[src/rtl/stepdown_corestate_seq.sv]
// Core-state sequencer for the STEPDOWN buck brick: driver enable, soft-start ramp, OC hiccup, power-good.
// Optional macro STEPDOWN_PGOOD_DEGLITCH_EN adds a consecutive-fb_ok deglitch counter ahead of pgood.
module stepdown_corestate_seq #(
    parameter int RAMP_W      = 4,
    parameter int SS_DIV      = 4,
    parameter int OC_LIMIT    = 3,
    parameter int RETRY_CYC   = 32,
    parameter int PG_DEGLITCH = 8
) (
    input  logic              clk,
    input  logic              rst,
    input  logic              CELV,
    input  logic              CELG,
    input  logic              SUB,
    input  logic              en,
    input  logic              uvlo_n,
    input  logic              oc,
    input  logic              fb_ok,
    output logic              drv_en,
    output logic [RAMP_W-1:0] ss_code,
    output logic              pgood,
    output logic              fault,
    output logic [1:0]        state
);
    typedef enum logic [1:0] {
        S_OFF   = 2'd0,
        S_SS    = 2'd1,
        S_RUN   = 2'd2,
        S_FAULT = 2'd3
    } state_t;

    localparam int PS_W = (SS_DIV > 1) ? $clog2(SS_DIV) : 1;
    localparam int OC_W = $clog2(OC_LIMIT + 1);
    localparam int RT_W = (RETRY_CYC > 1) ? $clog2(RETRY_CYC) : 1;
    localparam logic [RAMP_W-1:0] SS_MAX  = '1;
    localparam logic [PS_W-1:0]   PS_TERM = PS_W'(SS_DIV - 1);
    localparam logic [OC_W-1:0]   OC_MAX  = OC_W'(OC_LIMIT);
    localparam logic [RT_W-1:0]   RT_TERM = RT_W'(RETRY_CYC - 1);

    // Supply/substrate pins are electrical pass-throughs only.
    logic unused_pins;
    assign unused_pins = &{1'b0, CELV, CELG, SUB};

    state_t            cur, nxt;
    logic [RAMP_W-1:0] ss_n;
    logic [PS_W-1:0]   ps, ps_n;
    logic [OC_W-1:0]   oc_cnt, oc_n, oc_inc;
    logic [RT_W-1:0]   retry, retry_n;
    logic              pgood_n;
    logic              active;

`ifdef STEPDOWN_PGOOD_DEGLITCH_EN
    localparam int PG_W = $clog2(PG_DEGLITCH + 1);
    localparam logic [PG_W-1:0] PG_MAX = PG_W'(PG_DEGLITCH);
    logic [PG_W-1:0] pg_cnt, pg_cnt_n;
`endif

    always_ff @(posedge clk or posedge rst) begin
        if (rst) begin
            cur     <= S_OFF;
            ss_code <= '0;
            ps      <= '0;
            oc_cnt  <= '0;
            retry   <= '0;
            pgood   <= 1'b0;
            drv_en  <= 1'b0;
            fault   <= 1'b0;
        end else begin
            cur     <= nxt;
            ss_code <= ss_n;
            ps      <= ps_n;
            oc_cnt  <= oc_n;
            retry   <= retry_n;
            pgood   <= pgood_n;
            drv_en  <= (nxt == S_SS) || (nxt == S_RUN);
            fault   <= (nxt == S_FAULT);
        end
    end

`ifdef STEPDOWN_PGOOD_DEGLITCH_EN
    always_ff @(posedge clk or posedge rst) begin
        if (rst) pg_cnt <= '0;
        else     pg_cnt <= pg_cnt_n;
    end
`endif

    always_comb begin
        nxt     = cur;
        ss_n    = ss_code;
        ps_n    = ps;
        oc_n    = '0;
        retry_n = '0;
        pgood_n = 1'b0;
        active  = 1'b0;
        oc_inc  = (oc_cnt == OC_MAX) ? oc_cnt : oc_cnt + 1'b1;
`ifdef STEPDOWN_PGOOD_DEGLITCH_EN
        pg_cnt_n = '0;
`endif
        case (cur)
            S_OFF: begin
                ss_n = '0;
                ps_n = '0;
                if (en && uvlo_n) nxt = S_SS;
            end
            S_SS: begin
                active = 1'b1;
                if (ps == PS_TERM) begin
                    ps_n = '0;
                    if (ss_code != SS_MAX) ss_n = ss_code + 1'b1;
                    else                   nxt  = S_RUN;
                end else begin
                    ps_n = ps + 1'b1;
                end
            end
            S_RUN: begin
                active = 1'b1;
                ss_n   = SS_MAX;
                ps_n   = '0;
`ifdef STEPDOWN_PGOOD_DEGLITCH_EN
                pg_cnt_n = !fb_ok ? '0 : (pg_cnt == PG_MAX) ? pg_cnt : pg_cnt + 1'b1;
                pgood_n  = (pg_cnt_n == PG_MAX);
`else
                pgood_n = fb_ok;
`endif
            end
            default: begin
                ss_n = '0;
                ps_n = '0;
                if (retry == RT_TERM) nxt     = S_OFF;
                else                  retry_n = retry + 1'b1;
            end
        endcase

        // Overcurrent trip then disable, so disable takes priority on a shared edge.
        if (active) begin
            oc_n = oc ? oc_inc : '0;
            if (oc_n == OC_MAX || !en || !uvlo_n) begin
                nxt     = (!en || !uvlo_n) ? S_OFF : S_FAULT;
                ss_n    = '0;
                ps_n    = '0;
                oc_n    = '0;
                pgood_n = 1'b0;
`ifdef STEPDOWN_PGOOD_DEGLITCH_EN
                pg_cnt_n = '0;
`endif
            end
        end
    end

    assign state = cur;
endmodule

[config.mk]
export PLATFORM = sky130hd
export DESIGN_NAME = stepdown_corestate_seq
export DESIGN_NICKNAME = d
export VERILOG_FILES = /design/src/rtl/stepdown_corestate_seq.sv
export SDC_FILE = /design/constraint.sdc
export NUM_CORES = 1
export LEC_CHECK = 0
export ABC_AREA = 1
export CAP_MARGIN = 20
export CELL_PAD_IN_SITES_DETAIL_PLACEMENT = 0
export CELL_PAD_IN_SITES_GLOBAL_PLACEMENT = 1
export CORE_ASPECT_RATIO = 1.1
export CORE_MARGIN = 2
export CORE_UTILIZATION = 35
export CTS_CLUSTER_SIZE = 10
export DETAILED_ROUTE_END_ITERATION = 8
export PLACE_DENSITY = 0.78
export SETUP_SLACK_MARGIN = 0.2
export SLEW_MARGIN = 10
export SYNTH_ARGS = -nofsm -noshare
export SYNTH_HDL_FRONTEND = slang
export SYNTH_SLANG_ARGS = --single-unit
[constraint.sdc]
create_clock -name clk -period 2.32 [get_ports clk]
set_input_delay 0.696 -clock clk [delete_from_list [all_inputs] [get_ports clk]]
set_output_delay 0.696 -clock clk [all_outputs]
set_load 0.02 [all_outputs]
* Yosys cells after proc, flatten, opt, wreduce, memory -nomap -nowiden
Index checks and enable logic that the tools add are counted.
Operators by class: order comparisons 0, multiplexer cells 27, $add $sub $neg 4, reduce and logical (&&, ||, !) cells 10, equal/unequal tests 10, div/mod/pow operators 0, shifts and indexed selects 0, bitwise logic cells 0, multiply operators 0
Operators with widths (count):
- 2-bit 2-to-1 mux | 15
- 4-bit 2-to-1 mux | 4
- 2-bit equality test (second input constant) | 6
- 5-bit 2-to-1 mux | 2
- 4-bit one-hot mux with 2 select lines | 1
- 2-bit one-hot mux with 3 select lines | 1
- 5-bit by 1-bit adder with 5-bit output (second input constant) | 1
- 5-bit equality test (second input constant) | 1
- 2-bit by 1-bit adder with 2-bit output (second input constant) | 2
- 4-bit by 1-bit adder with 4-bit output (second input constant) | 1
- 2-bit by 1-bit equality test with 1-bit output (second input constant) | 2
- 1-bit logical OR | 4
- 1-bit 2-to-1 mux | 4
- 4-bit != test (second input constant) | 1
- 3-bit OR reduction | 1
- 1-bit zero test | 2
- 2-bit zero test | 1
- 2-bit OR reduction | 1
- 1-bit logical AND | 1
Word-level totals: flip-flop bits (word level) 18, latch bits 0, input port bits 9, word-level logic and storage cells 59, memories kept 0, RAM bits 0, output and inout bits 9, memory bits (read-only) 0

* Longest topological paths before layout
depth in word-level cells 10, gate-level depth with buffers 10, depth with buffers taken out 10

* Worst setup path after synthesis
Ideal clock, no wire load.
path type reg-to-reg, start point register cur[0] (netlist: state[0]), end point register drv_en, required time 2194 ps, slack 593 ps, buffers on the path 0, library setup time 126 ps, arrival 1601 ps, period minus slack after synthesis 1727 ps, stages on the path, launching flop included 8, cell sequence dfrtp_1 > inv_1 > ha_1 > inv_1 > a21oi_2 > a21oi_1 > a21oi_1 > ha_1
On the way: longest elaborated chain between the ends 7, elaborated cells on any way between the ends 15, classes of those cells eq/ne: 4; mux: 8; reduce/logical: 3
Ends and longest elaborated chain:
- start: declaration | line 44 | state_t cur, nxt;
- start signal: assignment | line 69 | cur <= nxt;
- 2-bit 2-to-1 mux | line 109 | if (ss_code != SS_MAX) ss_n = ss_code + 1'b1;
- 2-bit 2-to-1 mux | line 107 | if (ps == PS_TERM) begin
- 2-bit one-hot mux with 3 select lines | line 99 | case (cur)
- 2-bit 2-to-1 mux | line 137 | if (oc_n == OC_MAX || !en || !uvlo_n) begin
- 2-bit 2-to-1 mux * | line 135 | if (active) begin
- named net nxt[0] | line 44
- 2-bit by 1-bit equality test with 1-bit output / 2-bit equality test (equally long branches) | line 75 | drv_en <= (nxt == S_SS) || (nxt == S_RUN);
- 1-bit logical OR * | line 75
- end signal: assignment | line 75
- end: declaration | line 19 | output logic drv_en,
Mark *: on every way through the listed nets, which the timed path passes. The rest lies on a longest branch.

* Worst setup path after layout
start point register cur[1] (netlist: state[1]), end point output port state[1]
RTL lines:
- end: declaration | line 23 | output logic [1:0] state
No word-level cell between the ends.

==> impl_metrics.yaml <==
power_and_ir_drop:
  power_frac_seq: 0.427
  p_sw_frac: 0.3709
  p_per_area_nw_per_um2: 773.8
  p_leak_nw: 0.5806
  internal_power_uw: 571.3
  power_switching_uw: 336.9
  irDropWorstVdd_mv: 0.5855
  p_clk_frac: 0.165
  p_comb_frac: 0.408
routing:
  drcViolationCount: 0
  viasPerCell: 4.815
  via_count: 780
  wirelength_mm: 1.719
  antenna_left: 0
  wl_per_cell_um: 10.61
  dr.first_iter.drc_count: 5
  first_pass_iters: 4
sta:
  fin_skew_ns: 0.003444
  fin_ws_ns: 0.2487
  period_share: 0.8928
  worst_slew_pin_slew_ns: 0.2244
  slew_viol_final: 0
  hold_ws_ns: 0.4462
  hold_violations: 0
  fin_crit_ns: 2.071
  setup_viol: 0
  rsz0062_at_grt: "false"
  fmax_ghz: 0.4828
  relSlewSlack: 0.8490
  finalSetupTns_ns: 0
yosys:
  synth-warning-count: 0
  seq_area_frac_synth: 0.4718
  postSynthAreaPerCell_um2: 8.524
  synth_seq_cells: 18
  syn_nets: 130
  netlist_area_um2: 954.7
  syn_inst: 112
  synthDistinctLibCells: 20
cells_and_area:
  instances_no_fill: 162
  num-nets-final: 151
  layout-drive-gt1-share: 0.1298
  final_cell_mix: "nand2_1, dfrtp_1, clkdlybuf4s50_1"
  final_common_cell: "nand2_1"
  diodes: 0
  fill_cells: 252
  syn_to_final_growth_pct: 22.94
  utilization: 0.4614
clock_tree:
  htree_num_levels: 1
  cts_setup_buffers: 0
  cts_tree: "yes"
  clk_pin_slew_worst_paths_ns: 0.09
  cts_root_buffer: "clkbuf_4"
  clkLatencyLatePin_ns: 0.29
  cts_max_path_buffers: 2
  cts_inserted_buffers: 3
  numClockSinks: 18
worst_setup_path:
  max_stage_delay_ns: 0.64
  worstPathArrival_ns: 1.38
  startpoint_type: "flip-flop"
  path_class: "reg2out"
  cpLargestDelayFamily: "buffers and inverters"
  worstPathMaxFanout: 5
  critPathCaptureType: "output port"
  path_cells: "clkdlybuf4s50_1"
  required_ns: 1.62
  crit_slowest_cell: "clkdlybuf4s50_1"
  cp_num_buf_inv: 1
floorplan:
  start_util: 0.3753
  row_count: 19
  die_y_um: 58.78
  pin_count: 18
  die_w_um: 53.80
  coreArea_um2: 2544
  dieArea_um2: 3162
global_route:
  grt_max_degree: 19
  overflow: 0
  grt_pass1_vias: 749
  grt_pass1_wl_mm: 3.139
  antenna_found_initial: 0
  grt_use_total: 0.1333
placed_design:
  place_inst: 159
  gp_congestion: 0.7878
  portBuffers: 14
  hpwl_mm: 1.393
  pre_cts_slack_ns: 0.1445
job:
  maxCapViolCount: 0
status:
  status: "finished clean"
worst_hold_path:
  hold_path.class: "reg2reg"
-- kinds of logic after synthesis --
| logic type | after synthesis | synth area share |
|---|---|---|
| buffers and inverters | 17 | 0.06683 |
| AND/OR/NAND/NOR | 49 | 0.2268 |
| AO/OA/AOI/OAI | 19 | 0.1166 |
| flip-flops | 18 | 0.4718 |
| adder cells (fa/ha/maj) | 9 | 0.1180 |
-- repair_timing --
item,CTS,global route
hold endpoints to repair,0,0
resized for setup,0,1
hold buffers,0,0
endpoints found under the setup margin,0,1
-- power by group through the flow --
stage | Clock, mW | Combinational, mW | Sequential (mW)
5_1_grt | 0.171 | 0.425 | 0.394
3_5_place_dp | 0 | 0.378 | 0.396
6_report | 0.149 | 0.371 | 0.388
4_1_cts | 0.157 | 0.380 | 0.389
3_3_place_gp | 0 | 0.369 | 0.394
2_1_floorplan | 0 | 0.213 | 0.422
-- cells in the mapped netlist (all sizes together) --
cell type	count	area, µm²
nor2	12	55.06
o21ai	4	23.77
nand3	10	50.05
a21o	1	8.760
or2	2	12.52
ha	9	112.6
nand2	24	92.59
o22ai	1	6.260
a21oi	13	72.57
clkinv	1	3.750
nor4	1	6.260
inv	16	60.05
dfrtp	18	450.4
-- state kept, by name (all words and copies together), names as in the netlist --
| signal | cells |
|---|---|
| oc_cnt | 2 |
| state | 2 |
| fault | 1 |
| ps | 2 |
| ss_code | 4 |
| pgood | 1 |
| drv_en | 1 |
| retry | 5 |
-- area by class of cell --
class | instances | area (µm²) | share of cell area
inverter | 17 | 63.81 | 0.05437
clock buffer | 3 | 22.52 | 0.01919
sequential | 18 | 450.4 | 0.3838
multi-input combinational | 77 | 440.4 | 0.3753
tap | 31 | 38.79 | 0.03305
timing repair buffer | 16 | 157.7 | 0.1343
-- layer usage --
metal,wire [µm],up-vias,global-route usage,part of all wire
met2,836,19,0.2265,0.49
met5,0,-,0,0
li1,-,399,-,-
met1,793,358,0.1705,0.46
met4,26,0,0.04396,0.015
met3,62,4,0.02030,0.036
-- through the flow --
stage,area [µm²],total power [mW]
after CTS,1171,0.9262
after global placement,1149,0.7635
after detailed placement,1149,0.7740
after global routing,1174,0.9898
after floorplan,954.7,0.6353
final,1174,0.9082
-- final timing paths --
check / cells after the start / end / slack, ns / from
worst max-delay path: 1 / state[1] / 0.25 / state[1]
worst min-delay path: 1 / ps[0] / 0.45 / ps[0]
worst max register to register: 10 / drv_en / 0.42 / retry[0]
worst min register to register: 1 / ps[0] / 0.45 / ps[0]
max in group asynchronous: 3 / ps[0] / 1.41 / rst
min in group asynchronous: 3 / retry[0] / 0.71 / rst
Power figures use the tool's default switching activity.
